`config.mk`:
```
export PLATFORM = sky130hd
export DESIGN_NAME = pipe_hazard_ctrl
export DESIGN_NICKNAME = d
export VERILOG_FILES = /design/src/rtl/cpu_pkg.sv /design/src/rtl/sat_counter.sv /design/src/rtl/pipe_hazard_ctrl.sv
export SDC_FILE = /design/constraint.sdc
export NUM_CORES = 1
export LEC_CHECK = 0
export ABC_AREA = 1
export ABC_CLOCK_PERIOD_IN_PS = 4010
export BUFFER_PORTS_ARGS = -buffer_cell sky130_fd_sc_hd__buf_2
export CAP_MARGIN = 0
export CELL_PAD_IN_SITES_DETAIL_PLACEMENT = 2
export CELL_PAD_IN_SITES_GLOBAL_PLACEMENT = 2
export CORE_ASPECT_RATIO = 0.9
export CORE_UTILIZATION = 31
export CTS_BUF_LIST = sky130_fd_sc_hd__clkbuf_4 sky130_fd_sc_hd__clkbuf_8 sky130_fd_sc_hd__clkbuf_16
export DETAILED_ROUTE_END_ITERATION = 8
export GPL_TIMING_DRIVEN = 0
export PLACE_DENSITY = 0.85
export SLEW_MARGIN = 0
export SYNTH_ARGS = -nofsm -noshare
export SYNTH_HDL_FRONTEND = slang
export SYNTH_HIERARCHICAL = 1
export SYNTH_SLANG_ARGS = --single-unit
export TNS_END_PERCENT = 50
```
`constraint.sdc`:
```
create_clock -name clk -period 4.01 [get_ports clk]
set_input_delay 0.802 -clock clk [delete_from_list [all_inputs] [get_ports clk]]
set_output_delay 0.802 -clock clk [all_outputs]
set_load 0.05 [all_outputs]
```
`src/rtl/cpu_pkg.sv`:
```
// Shared types and constants for the pipeline hazard controller.
package cpu_pkg;

  localparam int unsigned REG_ADDR_W = 5;
  localparam logic [REG_ADDR_W-1:0] REG_ZERO = '0;

  typedef enum logic [1:0] {
    ST_RUN      = 2'd0,
    ST_MEM_WAIT = 2'd1,
    ST_DIV_WAIT = 2'd2
  } state_e;

  // Enable/flush bundle driven to the PC and the inter-stage registers.
  typedef struct packed {
    logic pc_en;
    logic if_id_en;
    logic if_id_flush;
    logic id_ex_en;
    logic id_ex_flush;
    logic ex_mem_en;
    logic ex_mem_flush;
    logic mem_wb_en;
  } pipe_ctrl_t;

  function automatic logic src_match(input logic used,
                                     input logic [REG_ADDR_W-1:0] src,
                                     input logic [REG_ADDR_W-1:0] dst);
    return used & (src == dst);
  endfunction

endpackage

```
`src/rtl/sat_counter.sv`:
```
// Saturating up-counter with synchronous clear (clear wins over increment).
module sat_counter #(
  parameter int unsigned W = 8
) (
  input  logic         clk,
  input  logic         clr,
  input  logic         inc,
  output logic [W-1:0] q
);

  logic [W-1:0] cnt_q;
  logic [W-1:0] cnt_d;

  always_comb begin
    cnt_d = cnt_q;
    if (clr) begin
      cnt_d = '0;
    end else if (inc && (cnt_q != {W{1'b1}})) begin
      cnt_d = cnt_q + W'(1);
    end
  end

  always_ff @(posedge clk) begin
    cnt_q <= cnt_d;
  end

  assign q = cnt_q;

endmodule

```
`src/rtl/pipe_hazard_ctrl.sv`:
```
// Stall/flush sequencer for the 5-stage pipeline: load-use bubbles, memory wait,
// divider wait and taken-branch redirect, plus saturating perf counters.
module pipe_hazard_ctrl
  import cpu_pkg::*;
#(
  parameter int unsigned CNT_W       = 32,
  parameter int unsigned MEM_TIMEOUT = 255
) (
  input  logic                  clk,
  input  logic                  rst,
  input  logic [REG_ADDR_W-1:0] id_rj,
  input  logic [REG_ADDR_W-1:0] id_rk,
  input  logic                  id_rj_used,
  input  logic                  id_rk_used,
  input  logic                  ex_is_load,
  input  logic                  ex_rf_we,
  input  logic [REG_ADDR_W-1:0] ex_rd,
  input  logic                  ex_is_div,
  input  logic                  div_done,
  input  logic                  mem_req,
  input  logic                  mem_ack,
  input  logic                  br_taken,
  output logic                  pc_en,
  output logic                  if_id_en,
  output logic                  if_id_flush,
  output logic                  id_ex_en,
  output logic                  id_ex_flush,
  output logic                  ex_mem_en,
  output logic                  ex_mem_flush,
  output logic                  mem_wb_en,
  output logic                  mem_timeout,
  output logic [CNT_W-1:0]      stall_cycles,
  output logic [CNT_W-1:0]      flush_count
);

  localparam int unsigned TMR_W  = (MEM_TIMEOUT < 2) ? 1 : $clog2(MEM_TIMEOUT + 1);
  localparam int unsigned TMO_M1 = (MEM_TIMEOUT == 0) ? 0 : MEM_TIMEOUT - 1;
  localparam bit          TMO_EN = (MEM_TIMEOUT != 0);

  state_e     state_q;
  state_e     state_d;
  pipe_ctrl_t ctrl;

  logic mem_stall;
  logic div_stall;
  logic load_use;
  logic br_flush;

  logic             mem_timeout_q;
  logic             mem_timeout_d;
  logic             tmr_clr;
  logic             tmr_inc;
  logic             tmr_hit;
  logic [TMR_W-1:0] tmr_q;

  // Hazard detection in priority order: mem > div > branch > load-use.
  always_comb begin
    mem_stall = mem_req & ~mem_ack;
    div_stall = ex_is_div & ~div_done & ~mem_stall;
    br_flush  = br_taken & ~mem_stall & ~div_stall;
    load_use  = ex_is_load & ex_rf_we & (ex_rd != REG_ZERO)
              & (src_match(id_rj_used, id_rj, ex_rd) | src_match(id_rk_used, id_rk, ex_rd))
              & ~mem_stall & ~div_stall & ~br_taken;
  end

  // Next state and the combinational enable/flush bundle.
  always_comb begin
    state_d           = ST_RUN;
    ctrl.pc_en        = 1'b1;
    ctrl.if_id_en     = 1'b1;
    ctrl.if_id_flush  = 1'b0;
    ctrl.id_ex_en     = 1'b1;
    ctrl.id_ex_flush  = 1'b0;
    ctrl.ex_mem_en    = 1'b1;
    ctrl.ex_mem_flush = 1'b0;
    ctrl.mem_wb_en    = 1'b1;

    if (rst) begin
      ctrl.pc_en        = 1'b0;
      ctrl.if_id_en     = 1'b0;
      ctrl.if_id_flush  = 1'b1;
      ctrl.id_ex_en     = 1'b0;
      ctrl.id_ex_flush  = 1'b1;
      ctrl.ex_mem_en    = 1'b0;
      ctrl.ex_mem_flush = 1'b1;
      ctrl.mem_wb_en    = 1'b0;
    end else if (mem_stall) begin
      state_d        = ST_MEM_WAIT;
      ctrl.pc_en     = 1'b0;
      ctrl.if_id_en  = 1'b0;
      ctrl.id_ex_en  = 1'b0;
      ctrl.ex_mem_en = 1'b0;
      ctrl.mem_wb_en = 1'b0;
    end else if (div_stall) begin
      // EX holds the divide; a bubble drains into MEM behind it.
      state_d           = ST_DIV_WAIT;
      ctrl.pc_en        = 1'b0;
      ctrl.if_id_en     = 1'b0;
      ctrl.id_ex_en     = 1'b0;
      ctrl.ex_mem_flush = 1'b1;
    end else if (br_flush) begin
      ctrl.if_id_flush = 1'b1;
      ctrl.id_ex_flush = 1'b1;
    end else if (load_use) begin
      ctrl.pc_en       = 1'b0;
      ctrl.if_id_en    = 1'b0;
      ctrl.id_ex_flush = 1'b1;
    end
  end

  always_ff @(posedge clk) begin
    if (rst) begin
      state_q       <= ST_RUN;
      mem_timeout_q <= 1'b0;
    end else begin
      state_q       <= state_d;
      mem_timeout_q <= mem_timeout_d;
    end
  end

  // Wait timer counts cycles spent in MEM_WAIT; timeout is sticky until reset.
  always_comb begin
    tmr_inc       = (state_q == ST_MEM_WAIT);
    tmr_clr       = rst | (state_d != ST_MEM_WAIT);
    tmr_hit       = TMO_EN & tmr_inc & ~tmr_clr & (tmr_q == TMR_W'(TMO_M1));
    mem_timeout_d = mem_timeout_q | tmr_hit;
  end

  sat_counter #(.W(TMR_W)) u_wait_tmr (
    .clk (clk),
    .clr (tmr_clr),
    .inc (tmr_inc),
    .q   (tmr_q)
  );

  sat_counter #(.W(CNT_W)) u_stall_cnt (
    .clk (clk),
    .clr (rst),
    .inc (~ctrl.pc_en),
    .q   (stall_cycles)
  );

  sat_counter #(.W(CNT_W)) u_flush_cnt (
    .clk (clk),
    .clr (rst),
    .inc (br_flush & ~rst),
    .q   (flush_count)
  );

  assign pc_en        = ctrl.pc_en;
  assign if_id_en     = ctrl.if_id_en;
  assign if_id_flush  = ctrl.if_id_flush;
  assign id_ex_en     = ctrl.id_ex_en;
  assign id_ex_flush  = ctrl.id_ex_flush;
  assign ex_mem_en    = ctrl.ex_mem_en;
  assign ex_mem_flush = ctrl.ex_mem_flush;
  assign mem_wb_en    = ctrl.mem_wb_en;
  assign mem_timeout  = mem_timeout_q;

endmodule

```
==> reports/results.txt <==
In the routed design, unresolved DRC markers number 0. Setup repair after global routing left no endpoint under its margin. The total number of H-tree levels was 3.

Data on the critical path is required at its endpoint by 3.21 ns. The analysis attributes to cell leakage a power of 2.95 nW. The maximum clock rate is 343 MHz. Cells fill 38.9% of the core in the end. Count of pins over their slew limit: 0. The worst register-to-register path begins at u_stall_cnt/q[0]. The worst-path cell with the longest stage delay is nand2_2. The initial utilization of the core area, before any placement, comes to 32.3%. For this run, the total global-route usage over all layers was measured as 23.8%. The final standard cell area without fillers came out at 0.00610 mm². In this run the horizontal extent of the chip is 137 µm. The clock transition at the registers of the reported paths works out to 0.06 ns. The worst hold path begins at mem_timeout. The run gives 18 as the pin count of the biggest net entering global routing. At the end of routability-driven placement, the weighted congestion stood at 0.788. The final critical-path required period is 2.92 ns.

In this run the biggest area consumer among cell types represents 29.7% of the synthesized area. Once detail routing completed, the nets flagged for antenna violations numbered 0. The area growth from synthesis to layout works out to 20.7%. In this run the core area contains 43 standard-cell rows. After synthesis, the mean cell area works out to 6.18 µm². Counting flops and latches in the post-synthesis netlist gives 75.

Max-cap violations in this run came to 0. The critical path in this run is classified as in2out. The first detailed-routing pass took 4 iterations.

For this block, the initial DRC count from the detailed router was 185. Summing over every cut layer, the via total after detailed routing is 5690. Leaving out fill and tap cells, the most frequent cell in the layout is nand2_1.

After detailed placement, the total cell area comes to 0.00580 mm². The worst-margin pin slew came out at 0.640 ns. The type of the tightest min-delay check is reg2reg.

Leaving out filler cells and counting taps, the final layout contains 1134. The tools report the hold buffer count at CTS as 0. The logs give 847 for the number of nets produced by synthesis and 2.04 ns for the setup slack on the worst flop-to-flop path. Clock tree synthesis selected as its root buffer the cell clkbuf_16.

Wires add up to 18900 µm. On the worst path, the slowest cell contributes a delay of 0.22 ns. dfxtp_1 takes more of the synthesized area than any other cell. The total power divided by cell area came out at 284 mW/mm². Final hold analysis gives a worst-case slack of 0.471 ns.

The number of buffers added for setup after CTS was 0. In this run, CTS created clock tree buffers numbering 9. The endpoint identified for the worst register-to-register timing path is u_stall_cnt/q[30]. Chip height: 123 µm. Average detailed-routed wire length per instance: 16.7 µm. The post-cts sizing count is 0, and the critical-path maximum fanout is 6. The worst setup path is launched from an input pin. Setup violations remaining at the end of the flow were counted as 0. In the layout the commonest cells are nand2_1, nor2_1, buf_2. The run gives 5986 as the via count of the first global-routing pass. The critical path goes through buf_2, inv_1, nand2_1, nand2_1, nor2_1, nand3_1, nand2_2, nand3_2, nand2_2, inv_2, buf_4, buf_2. The floorplan step defined a core boundary enclosing 0.0157 mm². 99 I/O pins were placed.

The worst path uses 72.7% of the clock period. The run finished with clean final reports. The post-synthesis instance total came out at 818. The logs give 0 for the number of hold-slack violations in the final timing report and 29 for the unique cell type count in the Yosys netlist.

The number of antenna violations at the first check in global routing is 0. The most critical setup path has its endpoint at pc_en. The first global-routing pass estimated 30800 µm of wire.

The die covers 0.0168 mm². The total global routing overflow came out at 0. The length in cells of the worst reg-to-reg path works out to 9. In the final timing run, aggregate negative setup slack is 0 ns. The number of I/O port buffers came out at 98. The tools report the HPWL reported at the end of detailed placement as 14400 µm.

The logs give 0.00505 mm² for the cell area after technology mapping and 6 for the count of synthesis-stage warnings from yosys. The per-cell via count in the routed design was 5.02. TritonCTS built the clock tree. For the worst endpoint data arrival time, the log shows 2.11 ns. The sequential element share of the synthesized area is 29.7%.

The later pin in the worst-skew pair is clocked with a latency of 0.35 ns. The number of clock sinks seen by CTS is 75. By area the synthesized netlist is led by dfxtp_1, nand2_1, nor2_1, inv_1, nand3_1.

The tools report the instance count after placement with tap cells included as 1118. The most critical setup path has its startpoint at ex_rd[2]. In this run the tightest slew margin relative to its limit is 57.1%. The count of inserted antenna diode cells was 0. The tools report the capturing element type of the critical path as a primary output. Across the VDD grid, the largest voltage drop is 0.000199 V. Cells with a size suffix above 1 make up 23.6% of the layout.

Counting along the longest clock path gives a buffer depth of 2. The clock skew was 0.00952 ns; the number of nets at the end of the flow was 956.
[cell usage after synthesis, drive strengths merged]
cell type / count
nand2: 252
nor2: 191
inv: 96
nand3: 78
dfxtp: 75
a21oi: 45
nand4: 30
buf: 20
a31oi: 11
nor3: 9
ha: 3
nand3b: 3
and2: 2
clkinv: 2
o21ai: 1
[final cells by class]
class,count,area (µm²)
Sequential cell,75,1500
Clock inverter,3,20.0
Multi-Input combinational cell,625,3010
Buffer,20,174
Fill cell,2027,9560
Inverter,98,368
Clock buffer,13,280
Timing Repair Buffer,98,490
Tap cell,202,253
[through the flow]
step	setup WS [ns]	total power, mW
floorplan	0.829	0.864
global placement	0.886	0.911
detailed placement	0.824	0.917
CTS	1.08	1.75
global route	0.960	1.79
finish	1.09	1.73
[logic make-up (layout without fill, tap and decap cells)]
logic type	after synthesis	count (layout)	synth area share, %
buffers and inverters	118	232	10.7
AOI/OAI and AO/OA	57	57	6.07
DFF	75	75	29.7
and+or+nand+nor	565	565	52.7
adders and majority gates	3	3	0.743
[flip-flops by register name, summed over array words and instances (netlist names)]
name           cells
u_stall_cnt/q     32
u_flush_cnt/q     32
state_q            2
mem_timeout        1
u_wait_tmr/q       8
[worst min path at each step]
stage / depth (start not counted) / slack [ns] / end
detailed placement: 2 / 0.46 / mem_timeout
finish: 2 / 0.47 / mem_timeout
floorplan: 2 / 0.45 / u_wait_tmr/q[6]
global placement: 2 / 0.46 / mem_timeout
CTS: 2 / 0.48 / mem_timeout
global route: 2 / 0.49 / mem_timeout
[power by group]
group / internal [mW] / switching [mW] / total [mW]
Combinational: 0.0411 / 0.104 / 0.145
Clock: 0.486 / 0.347 / 0.834
Sequential: 0.749 / 0.00500 / 0.754
[metal layers]
| metal | global-route usage [%] | up-vias | part of all wire, % |
|---|---|---|---|
| met2 | 41.4 | 79 | 49 |
| met3 | 3.85 | 20 | 2.7 |
| met4 | 8.33 | 0 | 1.7 |
| met1 | 29.6 | 2785 | 47 |
| met5 | 0 | - | 0 |
| li1 | - | 2806 | - |
[worst max-delay path, delay by kind of cell]
family | cells | cell delay, ns
buf+inv | 5 | 0.56
simple gates | 7 | 0.75
Note: power is estimated with default switching activity, not from simulation.
